<file path="src/rtl/seq_restoring_divider_pkg.sv">
`default_nettype none
// ============================================================================
// Module      : seq_restoring_divider_pkg
// Description : Shared types and constants for the sequential restoring
//               divider: FSM state encoding, default operand width and the
//               iteration-counter width helper.
// Revision    : 1.0 - initial release
// ============================================================================
package seq_restoring_divider_pkg;

    // Default operand/result width
    localparam int DIV_WIDTH = 8;

    // Counter must hold WIDTH-1; $clog2(WIDTH) does for any WIDTH >= 2
    function automatic int cnt_width(input int w);
        return (w < 2) ? 1 : $clog2(w);
    endfunction

    localparam int CNT_WIDTH = cnt_width(DIV_WIDTH);

    typedef enum logic [1:0] {
        IDLE = 2'd0,
        RUN  = 2'd1,
        DONE = 2'd2
    } state_t;

endpackage
`default_nettype wire

</file>
<file path="src/rtl/seq_restoring_divider_trial_sub.sv">
`default_nettype none
// ============================================================================
// Module      : div_trial_sub
// Description : Combinational W-bit trial subtractor, a - b, built as a
//               ripple chain of full-adder cells on a + ~b + 1.
// Ports       : a         - minuend
//               b         - subtrahend
//               diff      - a - b (modulo 2**W)
//               no_borrow - carry-out; 1 when a >= b
// Revision    : 1.0 - initial release
// ============================================================================
module div_trial_sub #(
    parameter int W = 9
) (
    input  logic [W-1:0] a,
    input  logic [W-1:0] b,
    output logic [W-1:0] diff,
    output logic         no_borrow
);

    logic [W:0] carry;

    // Carry-in of 1 completes the two's-complement negation of b
    assign carry[0] = 1'b1;

    for (genvar i = 0; i < W; i++) begin : g_fa
        logic b_inv;
        assign b_inv      = ~b[i];
        assign diff[i]    = a[i] ^ b_inv ^ carry[i];
        assign carry[i+1] = (a[i] & b_inv) | (carry[i] & (a[i] ^ b_inv));
    end

    assign no_borrow = carry[W];

endmodule
`default_nettype wire

</file>
<file path="src/rtl/seq_restoring_divider.sv">
`default_nettype none
// ============================================================================
// Module      : seq_restoring_divider
// Description : Iterative unsigned restoring divider, one quotient bit per
//               clock, with a start/busy/done handshake.
// Ports       : clk, rst             - clock, async active-high reset
//               start                - request, sampled only in IDLE
//               dividend, divisor    - operands, captured on accepted start
//               busy                 - high in RUN and DONE
//               done                 - one-cycle pulse, results valid
//               quotient, remainder  - results, held until overwritten
//               div_by_zero          - captured divisor was zero
// Revision    : 1.0 - initial release
// ============================================================================
module seq_restoring_divider
    import seq_restoring_divider_pkg::*;
#(
    parameter int WIDTH = DIV_WIDTH
) (
    input  logic             clk,
    input  logic             rst,
    input  logic             start,
    input  logic [WIDTH-1:0] dividend,
    input  logic [WIDTH-1:0] divisor,
    output logic             busy,
    output logic             done,
    output logic [WIDTH-1:0] quotient,
    output logic [WIDTH-1:0] remainder,
    output logic             div_by_zero
);

    localparam int CNT_W = cnt_width(WIDTH);

    state_t           state;
    logic [WIDTH-1:0] q_reg;
    logic [WIDTH-1:0] d_reg;
    logic [WIDTH:0]   r_reg;
    logic [CNT_W-1:0] count;

    logic [WIDTH:0]   trial;
    logic [WIDTH:0]   diff;
    logic             no_borrow;
    logic [WIDTH:0]   r_next;
    logic [WIDTH-1:0] q_next;

    // Shift the next dividend bit into the partial remainder
    assign trial = {r_reg[WIDTH-1:0], q_reg[WIDTH-1]};

    div_trial_sub #(
        .W (WIDTH + 1)
    ) u_trial_sub (
        .a         (trial),
        .b         ({1'b0, d_reg}),
        .diff      (diff),
        .no_borrow (no_borrow)
    );

    // Restore on borrow: keep the shifted value unchanged
    assign r_next = no_borrow ? diff : trial;
    assign q_next = {q_reg[WIDTH-2:0], no_borrow};

    always_ff @(posedge clk or posedge rst) begin
        if (rst) begin
            state       <= IDLE;
            q_reg       <= '0;
            d_reg       <= '0;
            r_reg       <= '0;
            count       <= '0;
            busy        <= 1'b0;
            done        <= 1'b0;
            quotient    <= '0;
            remainder   <= '0;
            div_by_zero <= 1'b0;
        end else begin
            done <= 1'b0;
            case (state)
                IDLE: begin
                    if (start) begin
                        q_reg       <= dividend;
                        d_reg       <= divisor;
                        r_reg       <= '0;
                        count       <= CNT_W'(WIDTH - 1);
                        div_by_zero <= 1'b0;
                        busy        <= 1'b1;
                        if (divisor == '0) begin
                            // Zero divisor bypasses the iteration entirely
                            state       <= DONE;
                            done        <= 1'b1;
                            quotient    <= '1;
                            remainder   <= dividend;
                            div_by_zero <= 1'b1;
                        end else begin
                            state <= RUN;
                        end
                    end
                end
                RUN: begin
                    r_reg <= r_next;
                    q_reg <= q_next;
                    count <= count - CNT_W'(1);
                    if (count == '0) begin
                        // Last iteration: publish results straight into the
                        // output registers so they are valid with done
                        state     <= DONE;
                        done      <= 1'b1;
                        quotient  <= q_next;
                        remainder <= r_next[WIDTH-1:0];
                    end
                end
                DONE: begin
                    state <= IDLE;
                    busy  <= 1'b0;
                end
                default: begin
                    state <= IDLE;
                    busy  <= 1'b0;
                end
            endcase
        end
    end

endmodule
`default_nettype wire

</file>
<file path="config.mk">
export PLATFORM = sky130hd
export DESIGN_NAME = seq_restoring_divider
export DESIGN_NICKNAME = d
export VERILOG_FILES = /design/src/rtl/seq_restoring_divider_pkg.sv /design/src/rtl/seq_restoring_divider_trial_sub.sv /design/src/rtl/seq_restoring_divider.sv
export SDC_FILE = /design/constraint.sdc
export NUM_CORES = 1
export LEC_CHECK = 0
export ABC_AREA = 1
export CORE_MARGIN = 2
export CORE_UTILIZATION = 54
export CTS_CLUSTER_SIZE = 20
export DETAILED_ROUTE_END_ITERATION = 10
export PLACE_DENSITY = 0.8
export REMOVE_ABC_BUFFERS = 1
export SLEW_MARGIN = 25
export SYNTH_ARGS = -nofsm -noshare
export SYNTH_HDL_FRONTEND = slang
export SYNTH_SLANG_ARGS = --single-unit
export TNS_END_PERCENT = 20
</file>
<file path="constraint.sdc">
create_clock -name clk -period 8.4 [get_ports clk]
set_clock_uncertainty 0.2 [all_clocks]
set_input_delay 1.68 -clock clk [delete_from_list [all_inputs] [get_ports clk]]
set_output_delay 1.68 -clock clk [all_outputs]
set_load 0.01 [all_outputs]
</file>
Yosys cells after proc, flatten, opt, wreduce, memory -nomap -nowiden
Cells that the tools add are included.
W data, S select, Z words.
{"block": "totals", "in_bits": 19, "out_inout_bits": 19, "regBits": 48, "elab_cells": 100}
{"block": "classes", "reduce_logical": 9, "n_eq_ne": 4, "n_addsub": 1, "bitwise": 51, "muxes": 25}
{"op": "$mux W8", "count": 9}
{"op": "$pmux W8 S2", "count": 4}
{"op": "$and A1 B1 Y1", "count": 16}
{"op": "$xor A1 B1 Y1", "count": 15}
{"op": "$not A1 Y1", "count": 11}
{"op": "$or A1 B1 Y1", "count": 9}
{"op": "$logic_not A8 Y1", "count": 1}
{"op": "$reduce_and A2 Y1", "count": 4}
{"op": "$mux W2", "count": 3}
{"op": "$ne A2 B2 Y1 const B", "count": 3}
{"op": "$pmux W3 S2", "count": 1}
{"op": "$mux W1", "count": 4}
{"op": "$pmux W1 S2", "count": 2}
{"op": "$pmux W2 S2", "count": 1}
{"op": "$reduce_and A4 Y1", "count": 1}
{"op": "$logic_not A3 Y1", "count": 1}
{"op": "$mux W3", "count": 1}
{"op": "$sub A3 B1 Y3 const B", "count": 1}
{"op": "$eq A2 B1 Y1 const B", "count": 1}
{"op": "$logic_not A2 Y1", "count": 1}
{"op": "$reduce_bool A2 Y1", "count": 1}

Logic depth before layout (Yosys ltp)
{"block": "depth", "depth_word": 22, "depth_mapped": 15}

Hierarchy
A second synthesis with hierarchy kept.
{"block": "unflattened", "hier_cells": 305, "hier_area_um2": 2517.4}
{"mod": "seq_restoring_divider", "seq_area_each_um2": 1201.2, "cells_each": 277, "n_inst": 1, "area_each_um2": 2273.4}
{"mod": "div_trial_sub", "seq_area_each_um2": 0.0, "cells_each": 28, "n_inst": 1, "area_each_um2": 244.0}

Worst setup path before layout
No wires, ideal clock.
{"block": "synth_path", "path_kind": "reg2reg", "from": "reg q_reg[7]", "to": "reg remainder[0]", "period_less_slack_ps": 4048, "setup_ps": 115, "setup_slack_ps": 4352, "stages_incl_launch_ff": 16, "arrival_time_ps": 3733, "cell_sequence": "dfrtp_1 inv_1 ha_1 fa_1 fa_1 fa_1 fa_1 fa_1 fa_1 fa_1 nand2_2 nor2_8 nand2_1 nand3_1 nand2_2 nand2_2"}
{"block": "synth_via", "elab_chain_len": 21, "elab_cells_between_ends": 23, "cone_classes": "mux: 3; bitwise: 20"}
{"item": "from (decl)", "line": "seq_restoring_divider.sv:35", "rtl": "logic [WIDTH-1:0] q_reg;"}
{"item": "from (signal assigned)", "line": "seq_restoring_divider.sv:79", "rtl": "q_reg <= dividend;"}
{"item": "from (signal assigned)", "line": "seq_restoring_divider.sv:99", "rtl": "q_reg <= q_next;"}
{"item": "$and A1 B1 Y1 or $xor A1 B1 Y1 (tied branches)", "line": "seq_restoring_divider_trial_sub.sv:30, seq_restoring_divider_trial_sub.sv:29"}
{"item": "$or A1 B1 Y1", "line": "seq_restoring_divider_trial_sub.sv:30", "rtl": "assign carry[i+1] = (a[i] & b_inv) | (carry[i] & (a[i] ^ b_inv));"}
{"item": "$and A1 B1 Y1", "line": "seq_restoring_divider_trial_sub.sv:30"}
{"item": "$or A1 B1 Y1", "line": "seq_restoring_divider_trial_sub.sv:30"}
{"item": "$and A1 B1 Y1", "line": "seq_restoring_divider_trial_sub.sv:30"}
{"item": "$or A1 B1 Y1", "line": "seq_restoring_divider_trial_sub.sv:30"}
{"item": "$and A1 B1 Y1", "line": "seq_restoring_divider_trial_sub.sv:30"}
{"item": "$or A1 B1 Y1", "line": "seq_restoring_divider_trial_sub.sv:30"}
{"item": "[5 not listed]"}
{"item": "$or A1 B1 Y1", "line": "seq_restoring_divider_trial_sub.sv:30"}
{"item": "$and A1 B1 Y1", "line": "seq_restoring_divider_trial_sub.sv:30"}
{"item": "$or A1 B1 Y1", "line": "seq_restoring_divider_trial_sub.sv:30"}
{"item": "$and A1 B1 Y1", "line": "seq_restoring_divider_trial_sub.sv:30"}
{"item": "$or A1 B1 Y1", "line": "seq_restoring_divider_trial_sub.sv:30"}
{"item": "$mux W8 (*)", "line": "seq_restoring_divider.sv:59", "rtl": "assign r_next = no_borrow ? diff : trial;"}
{"item": "$mux W8 (*)", "line": "seq_restoring_divider.sv:101", "rtl": "if (count == '0) begin"}
{"item": "$pmux W8 S2 (*)", "line": "seq_restoring_divider.sv:76", "rtl": "case (state)"}
{"item": "to (signal assigned)", "line": "seq_restoring_divider.sv:90", "rtl": "remainder <= dividend;"}
{"item": "to (signal assigned)", "line": "seq_restoring_divider.sv:107", "rtl": "remainder <= r_next[WIDTH-1:0];"}
{"item": "to (decl)", "line": "seq_restoring_divider.sv:28", "rtl": "output logic [WIDTH-1:0] remainder,"}
Every way passes the cells marked *; elsewhere a longest branch is shown, timed or not. The select of a mux whose other input is x is not followed.
A chain may end at the register's enable or synchronous reset.

Final worst setup path
{"block": "layout_path", "from": "reg q_reg[7]", "to": "reg remainder[1]"}
{"block": "layout_via", "elab_chain_len": 21, "elab_cells_between_ends": 23, "cone_classes": "mux: 3; bitwise: 20"}
{"item": "$and A1 B1 Y1 or $xor A1 B1 Y1 (tied branches)", "line": "seq_restoring_divider_trial_sub.sv:30"}
{"item": "$or A1 B1 Y1 (*)", "line": "seq_restoring_divider_trial_sub.sv:30"}
{"item": "$and A1 B1 Y1", "line": "seq_restoring_divider_trial_sub.sv:30"}
{"item": "$or A1 B1 Y1", "line": "seq_restoring_divider_trial_sub.sv:30"}
{"item": "$and A1 B1 Y1", "line": "seq_restoring_divider_trial_sub.sv:30"}
{"item": "$or A1 B1 Y1", "line": "seq_restoring_divider_trial_sub.sv:30"}
{"item": "$and A1 B1 Y1", "line": "seq_restoring_divider_trial_sub.sv:30"}
{"item": "$or A1 B1 Y1", "line": "seq_restoring_divider_trial_sub.sv:30"}
{"item": "[5 not listed]"}
{"item": "$or A1 B1 Y1", "line": "seq_restoring_divider_trial_sub.sv:30"}
{"item": "$and A1 B1 Y1", "line": "seq_restoring_divider_trial_sub.sv:30"}
{"item": "$or A1 B1 Y1", "line": "seq_restoring_divider_trial_sub.sv:30"}
{"item": "$and A1 B1 Y1", "line": "seq_restoring_divider_trial_sub.sv:30"}
{"item": "$or A1 B1 Y1", "line": "seq_restoring_divider_trial_sub.sv:30"}
{"item": "$mux W8 (*)", "line": "seq_restoring_divider.sv:59"}
{"item": "$mux W8 (*)", "line": "seq_restoring_divider.sv:101"}
{"item": "$pmux W8 S2 (*)", "line": "seq_restoring_divider.sv:76"}
Marked as above.

==> flow_summary.json <==
{
  "status": "complete, no violations",
  "globalRoute.totalOverflow": 0,
  "grt_max_degree": 49,
  "cp_max_fo": 10,
  "syn_area_um2": 2550,
  "regToRegStartpoint": "q_reg[7]",
  "cts_max_level": 2,
  "drt-initial-drc-count": 94,
  "p_total_uw": 1280,
  "rsz0062_at_grt": "false",
  "cts_made_buffers": 5,
  "first_global_vias": 1952,
  "cp.arrival_ns": 4.39,
  "hold_viol": 0,
  "setup_viol": 0,
  "fin_nets": 342,
  "yosys-top-cells-count": "82 x nand2_1, 48 x dfrtp_1, 35 x nand3_1, 29 x inv_1, 19 x nand2_2",
  "crit_type": "flip-flop to flip-flop",
  "synth-seq-cells": 48,
  "syn_area_per_cell_um2": 9.19,
  "drc_errors": 0,
  "clkTransAtPathRegs_ns": 0.09,
  "grt_usage": 0.223,
  "min_path_cells": 2,
  "cts_tree": "built",
  "die_x_um": 72.8,
  "netlist_instances": 278,
  "num_rows": 25,
  "clockBufferDepth": 2,
  "insertedDiodeCount": 0,
  "post-route-min-period_ns": 4.40,
  "first_pass_iters": 4,
  "clock.fmax_ghz": 0.228,
  "post_cts_buffers": 0,
  "cts-resized-gates": 0,
  "gp_congestion": 0.907,
  "synth_cell_types": 25,
  "endpoint_kind": "flip-flop",
  "ios": 38,
  "routed-via-count": 1934,
  "p_leak_uw": 0.00151,
  "stdcell_count": 366,
  "final_max_slew_viol_count": 0,
  "synth-edff-count": 0,
  "period_share": 0.523,
  "max-slew-margin-rel": 0.445,
  "setup.worst_path.end": "remainder[1]",
  "reg2reg_to": "remainder[1]",
  "yosysTopAreaCellShare": 0.470,
  "start_kind": "flip-flop",
  "worst_slew_pin_slew_ns": 0.831,
  "rrSetupSlack_ns": 4.00,
  "final_layout_size_suffix_gt1_frac": 0.151,
  "required_ns": 8.40,
  "finalInstanceArea_um2": 3010,
  "yosys_most_used_dff": "dfrtp_1",
  "vias_per_cell": 5.28,
  "yosys_warnings": 0,
  "cts.sinks": 48,
  "grt_pass1_wl_um": 9000,
  "initial_core_util": 0.552,
  "dpl.hpwl_um": 3510,
  "insertion_delay_ns": 0.30,
  "drt_wl_total_um": 5180,
  "synth_most_common_cell": "nand2_1",
  "reg2reg_depth": 15,
  "yosysTopAreaCell": "dfrtp_1",
  "root_buffer": "clkbuf_8",
  "drv_cap": 0,
  "antenna_found_initial": 0,
  "ys_seq_area_frac": 0.470,
  "synthTopCellsByArea": "dfrtp_1 47%, nand2_1 12%, nand3_1 6.9%, fa_1 5.5%, nand2_2 4.7%",
  "ir_worst_vdd_mv": 0.199,
  "crit_start": "q_reg[7]",
  "numPortBuffers": 37,
  "synthArstFlopShare": 1.00,
  "setup-tns-final_ns": 0,
  "dpl.cell_count": 360,
  "chipHeight_um": 72.8,
  "min-delay-path-class": "flip-flop to flip-flop",
  "areaGrowthSynthToFinish_pct": 17.7,
  "fp.coreArea_um2": 4630,
  "p_per_area_nw_per_um2": 425,
  "die-area_um2": 5300,
  "postCtsHoldBufs": 0,
  "utilization": 0.649,
  "dpl_cell_area_um2": 2910,
  "wl_per_cell_um": 14.1,
  "ant_nets": 0
}
## metrics by stage
| stage | setup slack [ns] | hold slack, ns |
|---|---|---|
| 5_1_grt | 3.86 | 0.330 |
| 4_1_cts | 4.03 | 0.293 |
| 3_5_place_dp | 4.11 | 0.273 |
| 6_report | 4.00 | 0.285 |
| 2_1_floorplan | 4.35 | 0.252 |
| 3_3_place_gp | 4.22 | 0.265 |
## cell type report
type	instances	area (um2)
Fill cell	389	1620
Sequential cell	48	1200
Multi-Input combinational cell	188	1140
Timing Repair Buffer	37	370
Inverter	33	128
Clock buffer	5	68.8
Tap cell	54	67.6
Clock inverter	1	30.0
## layout by cell type (no fill, tap or decap), drive strengths merged
cell,n
nand2,106
dfrtp,48
clkdlybuf4s50,37
nand3,36
inv,32
o21ai,17
nor2,9
o211ai,8
fa,7
clkbuf,5
ha,3
a31oi,1
clkinv,1
a21oi,1
bufinv,1
## worst max-delay path, stage by stage (launching register included)
cell	delay, ns
dfrtp_1	0.35
inv_1	0.06
ha_1	0.20
fa_1	0.40
fa_1	0.41
fa_1	0.43
fa_1	0.41
fa_1	0.39
fa_1	0.39
fa_1	0.38
nand2_2	0.23
nor2_8	0.08
nand2_1	0.11
nand3_1	0.10
nand2_2	0.10
nand2_2	0.05
## layer usage
| metal | vias to the layer above | wire length [um] | global-route usage |
|---|---|---|---|
| met3 | 9 | 231 | 0.0552 |
| met5 | - | 0 | 0 |
| li1 | 943 | - | - |
| met1 | 924 | 2240 | 0.291 |
| met4 | 0 | 82 | 0.0802 |
| met2 | 58 | 2620 | 0.363 |
## power by group
| part | internal [uW] | switching, uW |
|---|---|---|
| clock network | 85.6 | 74.9 |
| registers | 343 | 58.2 |
| logic | 291 | 426 |
| total | 719 | 559 |
## logic make-up after synthesis
kind of cell | synth area share
and+or+nand+nor | 0.300
DFF | 0.470
buffers and inverters | 0.0828
AOI/OAI and AO/OA | 0.0769
adders and majority gates | 0.0696
## worst min-delay path by stage
stage | from | endpoint | slack, ns
4_1_cts | busy | busy | 0.29
6_report | busy | busy | 0.29
3_5_place_dp | busy | busy | 0.27
3_3_place_gp | busy | busy | 0.26
2_1_floorplan | count[2] | count[2] | 0.25
5_1_grt | quotient[0] | quotient[0] | 0.33
Power figures use the tool's default switching activity.
